### config.mk
export PLATFORM = sky130hd
export DESIGN_NAME = featuremap_accum_nch
export DESIGN_NICKNAME = d
export VERILOG_FILES = /design/src/rtl/featuremap_accum_nch.sv
export SDC_FILE = /design/constraint.sdc
export NUM_CORES = 1
export LEC_CHECK = 0
export CORE_MARGIN = 2
export CORE_UTILIZATION = 35
export DETAILED_ROUTE_END_ITERATION = 12
export DONT_BUFFER_PORTS = 1
export HOLD_SLACK_MARGIN = 0.02
export SYNTH_ARGS = -nofsm -noshare
export SYNTH_HDL_FRONTEND = slang
export SYNTH_SLANG_ARGS = --single-unit
### constraint.sdc
create_clock -name clk -period 3.65 [get_ports clk]
set_input_delay 0.5475 -clock clk [delete_from_list [all_inputs] [get_ports clk]]
set_output_delay 0.5475 -clock clk [all_outputs]
set_load 0.01 [all_outputs]
### src/rtl/featuremap_accum_nch.sv
// featuremap_accum_nch: sums one sample from every channel FIFO plus the filter bias, saturates,
// applies optional ReLU and hands the pixel downstream with end-of-row/end-of-frame flags.
module featuremap_accum_nch #(
  parameter int DATA_WIDTH = 16,
  parameter int FRAC_BITS = 8,
  parameter int NUM_CH = 8,
  parameter int ACC_GUARD = 4,
  parameter logic signed [DATA_WIDTH-1:0] BIAS = '0,
  parameter int RELU_EN = 1,
  parameter int WIDTH = 56,
  parameter int HEIGHT = 56
) (
  input  logic                         clk,
  input  logic                         rst,
  input  logic [NUM_CH*DATA_WIDTH-1:0] data_in,
  input  logic [NUM_CH-1:0]            fifo_empty,
  output logic                         rdreq,
  input  logic                         ready_in,
  output logic                         valid_out,
  output logic [DATA_WIDTH-1:0]        data_out,
  output logic                         eol,
  output logic                         eof,
  output logic                         sat,
  output logic                         busy
);
  // FRAC_BITS only documents the Q format; the sum needs no rescaling
  localparam int AW = DATA_WIDTH + ACC_GUARD + 0 * FRAC_BITS;
  localparam int CW = NUM_CH > 1 ? $clog2(NUM_CH) : 1;
  localparam int XW = WIDTH > 1 ? $clog2(WIDTH) : 1;
  localparam int YW = HEIGHT > 1 ? $clog2(HEIGHT) : 1;
  localparam logic [CW-1:0] CH_LAST = CW'(NUM_CH - 1);
  localparam logic [XW-1:0] X_LAST = XW'(WIDTH - 1);
  localparam logic [YW-1:0] Y_LAST = YW'(HEIGHT - 1);
  localparam logic signed [AW-1:0] MAXV = {{(ACC_GUARD+1){1'b0}}, {(DATA_WIDTH-1){1'b1}}};
  localparam logic signed [AW-1:0] MINV = {{(ACC_GUARD+1){1'b1}}, {(DATA_WIDTH-1){1'b0}}};
  typedef enum logic [2:0] {IDLE, FETCH, CAPTURE, ACCUM, FINISH, OUT} state_t;
  state_t                       r_state;
  logic signed [DATA_WIDTH-1:0] r_ch [NUM_CH];
  logic signed [AW-1:0]         r_acc;
  logic [CW-1:0]                r_idx;
  logic [XW-1:0]                r_col;
  logic [YW-1:0]                r_row;
  logic                         r_rdreq;
  logic                         r_valid;
  logic                         r_sat;
  logic [DATA_WIDTH-1:0]        r_dout;
  logic                         w_hi;
  logic                         w_lo;
  logic [DATA_WIDTH-1:0]        w_clamp;
  logic [DATA_WIDTH-1:0]        w_res;
  always_comb begin
    w_hi = r_acc > MAXV;
    w_lo = r_acc < MINV;
    w_clamp = w_hi ? MAXV[DATA_WIDTH-1:0] : w_lo ? MINV[DATA_WIDTH-1:0] : r_acc[DATA_WIDTH-1:0];
    w_res = (RELU_EN != 0 && w_clamp[DATA_WIDTH-1]) ? '0 : w_clamp;
  end
  always_ff @(posedge clk or negedge rst) begin
    if (!rst) begin
      r_state <= IDLE;
      for (int i = 0; i < NUM_CH; i++) r_ch[i] <= '0;
      r_acc <= '0;
      r_idx <= '0;
      r_col <= '0;
      r_row <= '0;
      r_rdreq <= 1'b0;
      r_valid <= 1'b0;
      r_sat <= 1'b0;
      r_dout <= '0;
    end else begin
      case (r_state)
        IDLE: if (fifo_empty == '0) begin
          r_state <= FETCH;
          r_rdreq <= 1'b1;
        end
        FETCH: begin
          r_rdreq <= 1'b0;
          r_state <= CAPTURE;
        end
        CAPTURE: begin
          for (int i = 0; i < NUM_CH; i++) r_ch[i] <= data_in[i*DATA_WIDTH +: DATA_WIDTH];
          r_acc <= AW'(BIAS);
          r_idx <= '0;
          r_state <= ACCUM;
        end
        ACCUM: begin
          r_acc <= r_acc + AW'(r_ch[r_idx]);
          r_idx <= r_idx + 1'b1;
          if (r_idx == CH_LAST) r_state <= FINISH;
        end
        FINISH: begin
          r_dout <= w_res;
          r_sat <= w_hi | w_lo;
          r_valid <= 1'b1;
          r_state <= OUT;
        end
        OUT: if (ready_in) begin
          r_valid <= 1'b0;
          r_state <= IDLE;
          r_col <= (r_col == X_LAST) ? '0 : r_col + 1'b1;
          if (r_col == X_LAST) r_row <= (r_row == Y_LAST) ? '0 : r_row + 1'b1;
        end
        default: r_state <= IDLE;
      endcase
    end
  end
  assign rdreq = r_rdreq;
  assign valid_out = r_valid;
  assign data_out = r_dout;
  assign sat = r_valid & r_sat;
  assign eol = r_valid & (r_col == X_LAST);
  assign eof = eol & (r_row == Y_LAST);
  assign busy = r_state != IDLE;
endmodule

==> run metrics, run 1 <==
crit path time final=3.51 ns; Crit path largest cell delay=0.57 ns; WL final=20800 µm; initial core utilization=35.6%; Worst-Margin Slew=1.05 ns; total design power=11.6 mW; r2r startpoint=r_idx[0]$_DFFE_PN0P_; setup ws final=0.144 ns; Crit. Startpoint=r_idx[0]$_DFFE_PN0P_; crit-path cells=buf_6 > mux4_2 > mux2_2 > ha_1 > a21o_1 > a311oi_2 > nor4b_2 > nor3_2 > nor2_1 > or4b_1 > nand3_1; Max Root-Sink Buffers=2; clock share of power=16.7%; number of synthesized register bits=184; Die X-Extent=164 µm; PortBufs=0; CTS tree=done; worst skew pair latency=0.45 ns; fill cell count=2351; fmax=285 MHz; first drt pass iteration count=4; RSZ-0062 raised after global routing=true; compound-cell area share of the yosys netlist=7.70%; Async S/R FF share, synth=100%; failing checks=negative hold slack; Synth cell types=51; Worst path depth=11; largest net degree at the start of global routing=185; post-route cell area=10200 µm²; switching power share of the total=38.4%; Placed Cells=1019; Mapped Nets=863; share of cells above drive strength 1=34.7%; setup TNS=0 ns; drt via density=5.16; CP required=4.02 ns; Die ar.=26900 µm²; Avg WL per Cell=19.6 µm; I/O pins=161; Comb pwr share=51.3%; Seq pwr share=31.9%; post-layout instance count excluding filler cells=1061; ranking of synthesized cells by area=dfrtp_1, mux2_2, mux4_2, ha_1, nand2_1; vias in the first global route=5757; routed wl met3=1600 µm; Post-Synth Adder-Cell Area=3.44%; Hold Vio Cnt, Final=184; register area share after synthesis=51.4%; worst IR drop on VDD=0.427 mV; Synth Area in XOR/XNOR=1.66%; run status=complete, but fails checks; sw power=4.47 mW; post-synthesis mux area share=26.4%; Hold Path Class=input pin to asynchronous set/reset pin; Synth area leader=dfrtp_1; simple-gate share of the synthesized area=7.22%; gr usage total=16.3%; CP Class=flip-flop to flip-flop; initial antenna violation count=15; H-tree depth=4; area delta synth->final=13.4%; CP max-delay cell=mux4_2; GRT overflow=0; max cap viols=0; Top FF cell, synth=dfrtp_1; Nets=873; final period utilization=96.1%; Fin Clk Skew=0.0193 ns; first-pass GRT wire length=33100 µm; Pwr per Cell Area=1140 nW/µm²; CP bufs+invs=1; routed vias=5472; hold_ws=-0.199 ns; DRT iter0 DRCs=328; Area after DPL=9480 µm²; reg2reg path depth=11; RD Place Congestion=0.849; CTS buffer count=17; metal2 WL=9950 µm; antenna violation net count after detailed routing=0; cells after synthesis=700; DRC=0; area of the multi-input gates=4180 µm²; Crit path arrival time=3.87 ns; dpl hpwl=15200 µm; Internal=7.16 mW; Layout Utilization=40.3%; Root Driver=clkbuf_16; Post-synth EDFFs=0; Post-Syn Area=8960 µm²; top-area cell type share of the netlist area=51.4%; Slew Viols, Final=0; Final setup viols=0; Worst Setup Start Kind=flip-flop; Top Metal Used=met5; clock slew at reported path FFs=0.08 ns; Worst slew margin=29.5%; FP Rows=58; core area=25200 µm²; Yosys warnings=0; Metal-1 WL=9020 µm; nature of the critical path endpoint=flip-flop; DIE HEIGHT=164 µm; CTS sink cnt=184; P_leak=4.21 nW; Syn Area/Cell=12.8 µm²; largest family of logic cells by synthesized area=multiplexers; Largest delay share family, worst path=simple AND/OR/NAND/NOR gates; Register Area=4610 µm²; crit path max fanout=10; pre-CTS WS=0.00660 ns
[cell usage after synthesis (2+ instances only)]
library cell and number:
dfrtp_1 184, mux2_2 146, nand2_1 53, nor2_1 42
o21ai_0 37, a21oi_1 32, mux4_2 32, ha_1 23
clkbuf_1 19, buf_2 17, a21o_1 11, nand3_1 10
xnor2_1 9, xor2_1 8, nor3_1 7, inv_1 6
o21bai_1 6, o21ai_1 5, and2_1 4, nand4_1 4
nor2b_1 3, nor3_2 3, o31ai_1 3, or4_1 3
a211oi_1 2, a311oi_1 2, and3_1 2, and4_1 2
o211a_1 2, o41ai_1 2
[flip-flops by register name (all words and copies together) (netlist names), 3 cells and up]
register / cells
r_ch: 128
r_acc: 20
data_out: 15
r_col: 6
r_row: 6
r_idx: 3
r_state: 3
[cells by family after synthesis]
| logic type | count (synthesis) |
|---|---|
| flops | 184 |
| mux | 178 |
| simple gates | 139 |
| compound gates | 113 |
| buf+inv | 44 |
| fa+ha+maj | 24 |
| xor+xnor | 17 |
| other cells | 1 |
[power groups by stage]
stage               combinational [mW]  sequential [mW]  clock (mW)
floorplan                         4.60             3.43           0
global placement                  5.86             3.74           0
detailed placement                5.93             3.76           0
CTS                               5.99             3.72        2.01
global route                      6.58             3.86        2.10
finish                            5.97             3.71        1.95
[worst paths after layout]
path / endpoint / slack (ns)
max in group asynchronous: r_acc[19]$_DFFE_PN0P_ / 3.41
min in group clk: r_ch[76]$_DFFE_PN0P_ / 0.24
hold / removal: r_row[4]$_DFFE_PN0P_ / -0.20
setup / recovery: r_acc[14]$_DFFE_PN0P_ / 0.14
setup reg to reg: r_acc[14]$_DFFE_PN0P_ / 0.14
hold reg to reg: r_row[5]$_DFFE_PN0P_ / 0.50
[routing by layer]
metal | vias up | global-route usage [%]
li1 | 2598 | -
met4 | 14 | 3.83
met3 | 24 | 7.15
met5 | - | 0
met2 | 109 | 25.9
met1 | 2727 | 20.6
[final cells by class]
cell class	count	share of cell area, %
diodes	8	0.197
clock buffers	17	4.19
clock inverters	15	1.98
inverters	6	0.222
multi-input cells	472	41.2
flip-flops and latches	184	45.4
well taps	330	4.07
repair buffers	29	2.83
[placed cells by master, fill, tap and decap left out, types with 2 or more instances in the layout]
master,instances
dfrtp_1,182
mux2_2,146
nand2_1,53
nor2_1,41
o21ai_0,36
mux4_2,32
a21oi_1,31
ha_1,23
buf_4,22
clkbuf_16,17
a21o_1,11
nand3_1,10
xnor2_1,9
diode_2,8
xor2_1,8
nor3_1,7
inv_1,6
o21bai_1,6
o21ai_1,6
buf_12,5
nand4_1,4
and2_1,4
inv_12,4
inv_8,4
clkinv_8,4
nor3_2,3
nor2b_1,3
o31ai_1,3
or4_1,3
and3_1,2
a311oi_1,2
o211a_1,2
o41ai_1,2
and4_1,2
inv_6,2
buf_6,2
dfrtp_2,2
[repair_timing]
| item | 4_1_cts | 5_1_grt |
|---|---|---|
| pin swaps | 0 | 1 |
| setup buffers | 1 | 1 |
| endpoints found under the hold margin | 184 | 184 |
| endpoints found under the setup margin | 2 | 3 |
| gates resized for setup | 1 | 5 |
Note: power is estimated with default switching activity, not from simulation.
==> run 2, diff against run 1 <==
- MAX_ROUTING_LAYER: unset -> met4
- SETUP_SLACK_MARGIN: unset -> 0.02
- SLEW_MARGIN: unset -> 20
==> run 2 against run 1 <==
  * The run still ends with negative hold slack left
  * Sequential share of layout area unchanged
  * Combinational power is essentially flat
  * Setup slack gained 0.056 ns
  * Cell count is 0.28% higher
  * Highest routed layer is now met4
  * Critical path depth unchanged
  * Maximum frequency increased by 1.6%
  * Final area unchanged
  * Clock skew decreased by 0.0019 ns
==> run metrics, run 2 (same netlist as run 1, synthesis figures left out) <==
first-pass GRT wire length=32400 µm; switching power share of the total=38.3%; share of cells above drive strength 1=34.4%; GRT overflow=0; CP Class=flip-flop to flip-flop; Crit. Startpoint=r_idx[0]$_DFFE_PN0P_; CTS sink cnt=184; worst IR drop on VDD=0.499 mV; dpl hpwl=15000 µm; crit path max fanout=13; nature of the critical path endpoint=flip-flop; setup TNS=0 ns; gr usage total=16.5%; RD Place Congestion=0.861; Root Driver=clkbuf_16; routed vias=5517; R2R setup slack=0.20 ns; Pwr per Cell Area=1140 nW/µm²; CP required=3.96 ns; P_leak=4.20 nW; total design power=11.6 mW; Nets=870; initial core utilization=35.6%; max reg flops=128; max cap viols=0; WL final=20600 µm; Die ar.=26900 µm²; pre-CTS WS=0.120 ns; clock slew at reported path FFs=0.08 ns; most frequent cells in the layout=dfrtp_1, mux2_2, nand2_1; area delta synth->final=13.4%; Slew Viols, Final=0; number of post-CTS setup repair buffers=0; failing checks=negative hold slack; Hold Vio Cnt, Final=184; CTS tree=done; Fin Clk Skew=0.0174 ns; Die X-Extent=164 µm; antenna violation net count after detailed routing=0; Reg with most FFs=r_ch; fmax=290 MHz; DRT iter0 DRCs=347; Placed Cells=1018; FP Rows=58; Internal=7.16 mW; Max Root-Sink Buffers=2; CTS buffer count=17; vias in the first global route=5727; PortBufs=0; run status=complete, but fails checks; reg2reg path depth=11; I/O pins=161; post-layout instance count excluding filler cells=1064; r2r startpoint=r_idx[0]$_DFFE_PN0P_; final period utilization=94.5%; Worst setup endpoint=r_acc[16]$_DFFE_PN0P_; crit path time final=3.45 ns; initial antenna violation count=13; RSZ-0062 raised after global routing=true; core area=25200 µm²; Seq pwr share=32.1%; clock share of power=16.6%; largest net degree at the start of global routing=185; Worst Setup Start Kind=flip-flop; Worst slew margin=33.9%; drt via density=5.19; worst skew pair latency=0.44 ns; Comb pwr share=51.3%; hold_ws=-0.183 ns; sw power=4.45 mW; most common cell after layout, fill and taps aside=dfrtp_1; RR Endpoint=r_acc[16]$_DFFE_PN0P_; Worst-Margin Slew=0.984 ns; Avg WL per Cell=19.4 µm; H-tree depth=4; setup ws final=0.201 ns; DIE HEIGHT=164 µm; first drt pass iteration count=4; Crit path arrival time=3.76 ns; Final setup viols=0; Hold Path Class=input pin to asynchronous set/reset pin; DRC=0
## run 2: cell types whose count changed in the layout (fill, tap and decap cells not counted), sizes merged
| cell | previous run | this run |
|---|---|---|
| diode | 8 | 14 |
| buf | 29 | 26 |
| clkinv | 5 | 7 |
| inv | 16 | 14 |
## run 2: worst max-delay path: stages, from the launching register on
cell	delay, ns
dfrtp_2	0.51
buf_8	0.24
mux4_2	0.57
mux2_2	0.29
ha_1	0.34
a21o_1	0.24
a221o_1	0.32
a21oi_1	0.17
o21bai_1	0.11
a311oi_1	0.31
xor2_1	0.17
o21ai_1	0.07
## run 2: layout make-up
class / instances / area, µm²
clock buffer: 17 / 425
multi-input combinational: 472 / 4180
timing repair buffer: 26 / 265
fill: 2341 / 15000
clock inverter: 15 / 209
inverter: 6 / 22.5
sequential: 184 / 4610
antenna: 14 / 35.0
tap: 330 / 413
## run 2: how the worst min path moves through the flow
| stage | cells past startpoint | slack, ns | end | startpoint |
|---|---|---|---|---|
| detailed placement | 0 | 0.26 | r_row[3]$_DFFE_PN0P_ | rst |
| global route | 0 | -0.21 | r_row[4]$_DFFE_PN0P_ | rst |
| finish | 0 | -0.18 | r_row[4]$_DFFE_PN0P_ | rst |
| floorplan | 0 | 0.25 | data_out[0]$_DFFE_PN0P_ | rst |
| global placement | 0 | 0.26 | r_row[4]$_DFFE_PN0P_ | rst |
| CTS | 0 | -0.22 | r_ch[105]$_DFFE_PN0P_ | rst |
## run 2: power groups by stage
stage               clock network (mW)  registers (mW)  logic, mW
floorplan                            0            3.43       4.60
global placement                     0            3.75       5.87
detailed placement                   0            3.77       5.92
CTS                               2.00            3.72       5.95
global route                      2.07            3.85       6.59
finish                            1.93            3.72       5.96
## run 2: repair_timing
item / CTS / global route
setup endpoints to repair: 0 / 6
resized for setup: 0 / 9
hold endpoints to repair: 184 / 184
## run 2: per-layer routing
layer  global-route usage [%]  share of wire [%]  routed length [µm]
met5                        -                  0                   0
met1                     20.6                 45                9220
met3                     6.14                6.9                1410
met4                     4.03                1.1                 231
met2                     25.5                 47                9740
## run 2: metrics by stage
stage	cell area, µm²	util, %
after floorplan	8960	-
after global placement	9460	37.6
after detailed placement	9460	37.6
after CTS	10100	40.1
after global routing	10200	40.3
final	10200	40.3
==> run 3, diff against run 2 <==
- GPL_ROUTABILITY_DRIVEN: unset -> 0
==> run 3 against run 2 <==
  * The run still ends with negative hold slack left
  * Worst hold slack worse by 0.0024 ns
  * Maximum frequency up 0.59%
  * Via count down 0.76%
  * Final area down 0.22%
  * Total power down 0.31%
  * Sequential share of layout area up 0.10 points
  * Clock power about the same
  * Utilization down 0.090 points
  * Non-clock buffer count up 2
  * Global-route usage up 0.054 points
  * Sequential power about the same
  * Highest routed layer unchanged
==> run metrics, run 3 (same netlist as run 1, synthesis figures left out) <==
Worst slew margin=37.3%; sw power=4.36 mW; crit path max fanout=6; Worst-Margin Slew=0.937 ns; total design power=11.6 mW; worst skew pair latency=0.44 ns; DRC=0; CP required=4.02 ns; Seq pwr share=32.2%; RSZ-0062 raised after global routing=false; CTS buffer count=17; RR Endpoint=r_acc[14]$_DFFE_PN0P_; clock slew at reported path FFs=0.07 ns; Worst setup endpoint=r_acc[14]$_DFFE_PN0P_; FP Rows=58; switching power share of the total=37.7%; post-route cell area=10100 µm²; drt via density=5.16; Crit. Startpoint=r_idx[0]$_DFFE_PN0P_; Max Root-Sink Buffers=2; Die ar.=26900 µm²; crit path time final=3.43 ns; Layout Utilization=40.2%; Avg WL per Cell=19.5 µm; fmax=292 MHz; CP Class=flip-flop to flip-flop; nature of the critical path endpoint=flip-flop; run status=complete, but fails checks; failing checks=negative hold slack; dpl hpwl=14800 µm; Reg with most FFs=r_ch; H-tree depth=4; Die X-Extent=164 µm; reg2reg path depth=12; max cap viols=0; antenna violation net count after detailed routing=0; worst IR drop on VDD=0.370 mV; CTS sink cnt=184; Root Driver=clkbuf_16; Area after DPL=9420 µm²; gr usage total=16.5%; Pwr per Cell Area=1140 nW/µm²; share of cells above drive strength 1=34.6%; first-pass GRT wire length=32700 µm; DIE HEIGHT=164 µm; Nets=872; Final setup viols=0; post-layout instance count excluding filler cells=1062; clock share of power=16.4%; first drt pass iteration count=4; core area=25200 µm²; setup TNS=0 ns; vias in the first global route=5661; max reg flops=128; Slew Viols, Final=0; Internal=7.22 mW; Hold Vio Cnt, Final=184; pre-CTS WS=0.125 ns; most frequent cells in the layout=dfrtp_1, mux2_2, nand2_1; Fin Clk Skew=0.0161 ns; final period utilization=93.9%; largest net degree at the start of global routing=185; hold_ws=-0.185 ns; GRT overflow=0; routed vias=5475; area delta synth->final=13.1%; Crit path arrival time=3.80 ns; I/O pins=161; initial core utilization=35.6%; DRT iter0 DRCs=289; PortBufs=0; P_leak=4.20 nW; Worst Setup Start Kind=flip-flop; initial antenna violation count=9; Hold Path Class=input pin to asynchronous set/reset pin; setup ws final=0.221 ns; CTS tree=done; Comb pwr share=51.5%; R2R setup slack=0.22 ns; most common cell after layout, fill and taps aside=dfrtp_1; WL final=20700 µm; r2r startpoint=r_idx[0]$_DFFE_PN0P_; Placed Cells=1015
[run 3: cell count changes in the layout (fill, tap and decap cells not counted), moves of 2 or more]
cell,change
inv_8,+3
inv_6,-2
o21ai_1,-2
diode_2,-4
inv_12,-3
clkinv_8,-3
clkinvlp_4,+3
buf_4,+2
[run 3: worst min-delay path by stage]
stage | startpoint | end | cells after the start
final | rst | r_row[3]$_DFFE_PN0P_ | 0
after global placement | rst | r_row[4]$_DFFE_PN0P_ | 0
after global routing | rst | r_row[1]$_DFFE_PN0P_ | 0
after floorplan | rst | data_out[0]$_DFFE_PN0P_ | 0
after detailed placement | rst | r_row[3]$_DFFE_PN0P_ | 0
after CTS | rst | r_col[5]$_DFFE_PN0P_ | 0
[run 3: repair_timing]
item	CTS	global route
setup endpoints to repair	0	5
setup buffers	0	5
resized for setup	0	6
hold endpoints to repair	184	184
[run 3: routing by layer]
layer,GRT usage [%],vias to the layer above,wire [µm]
li1,-,2619,-
met1,20.4,2720,8830
met2,25.8,125,10000
met3,6.36,11,1630
met4,3.67,0,240
met5,-,-,0
[run 3: final cells by class]
cell class / count / area, µm²
clock buffers: 17 / 425
flip-flops and latches: 184 / 4610
clock inverters: 15 / 185
multi-input cells: 472 / 4180
inverters: 6 / 22.5
fillers: 2383 / 15000
repair buffers: 28 / 275
diodes: 10 / 25.0
well taps: 330 / 413
[run 3: critical path, stage by stage (launching register included)]
cell and delay (ns):
dfrtp_2 0.48, buf_12 0.16, buf_12 0.11, mux4_2 0.50
mux2_2 0.28, ha_1 0.34, a21o_1 0.24, a311oi_2 0.29
nor4b_2 0.12, nor3_2 0.19, nor2_1 0.06, or4b_1 0.50
nand3_1 0.09
[run 3: power by group through the flow]
stage | clock network (mW) | logic (mW) | registers (mW)
final | 1.90 | 5.96 | 3.72
after global routing | 2.03 | 6.57 | 3.87
after CTS | 1.96 | 5.92 | 3.74
after detailed placement | 0 | 5.89 | 3.77
after global placement | 0 | 5.84 | 3.75
after floorplan | 0 | 4.60 | 3.43
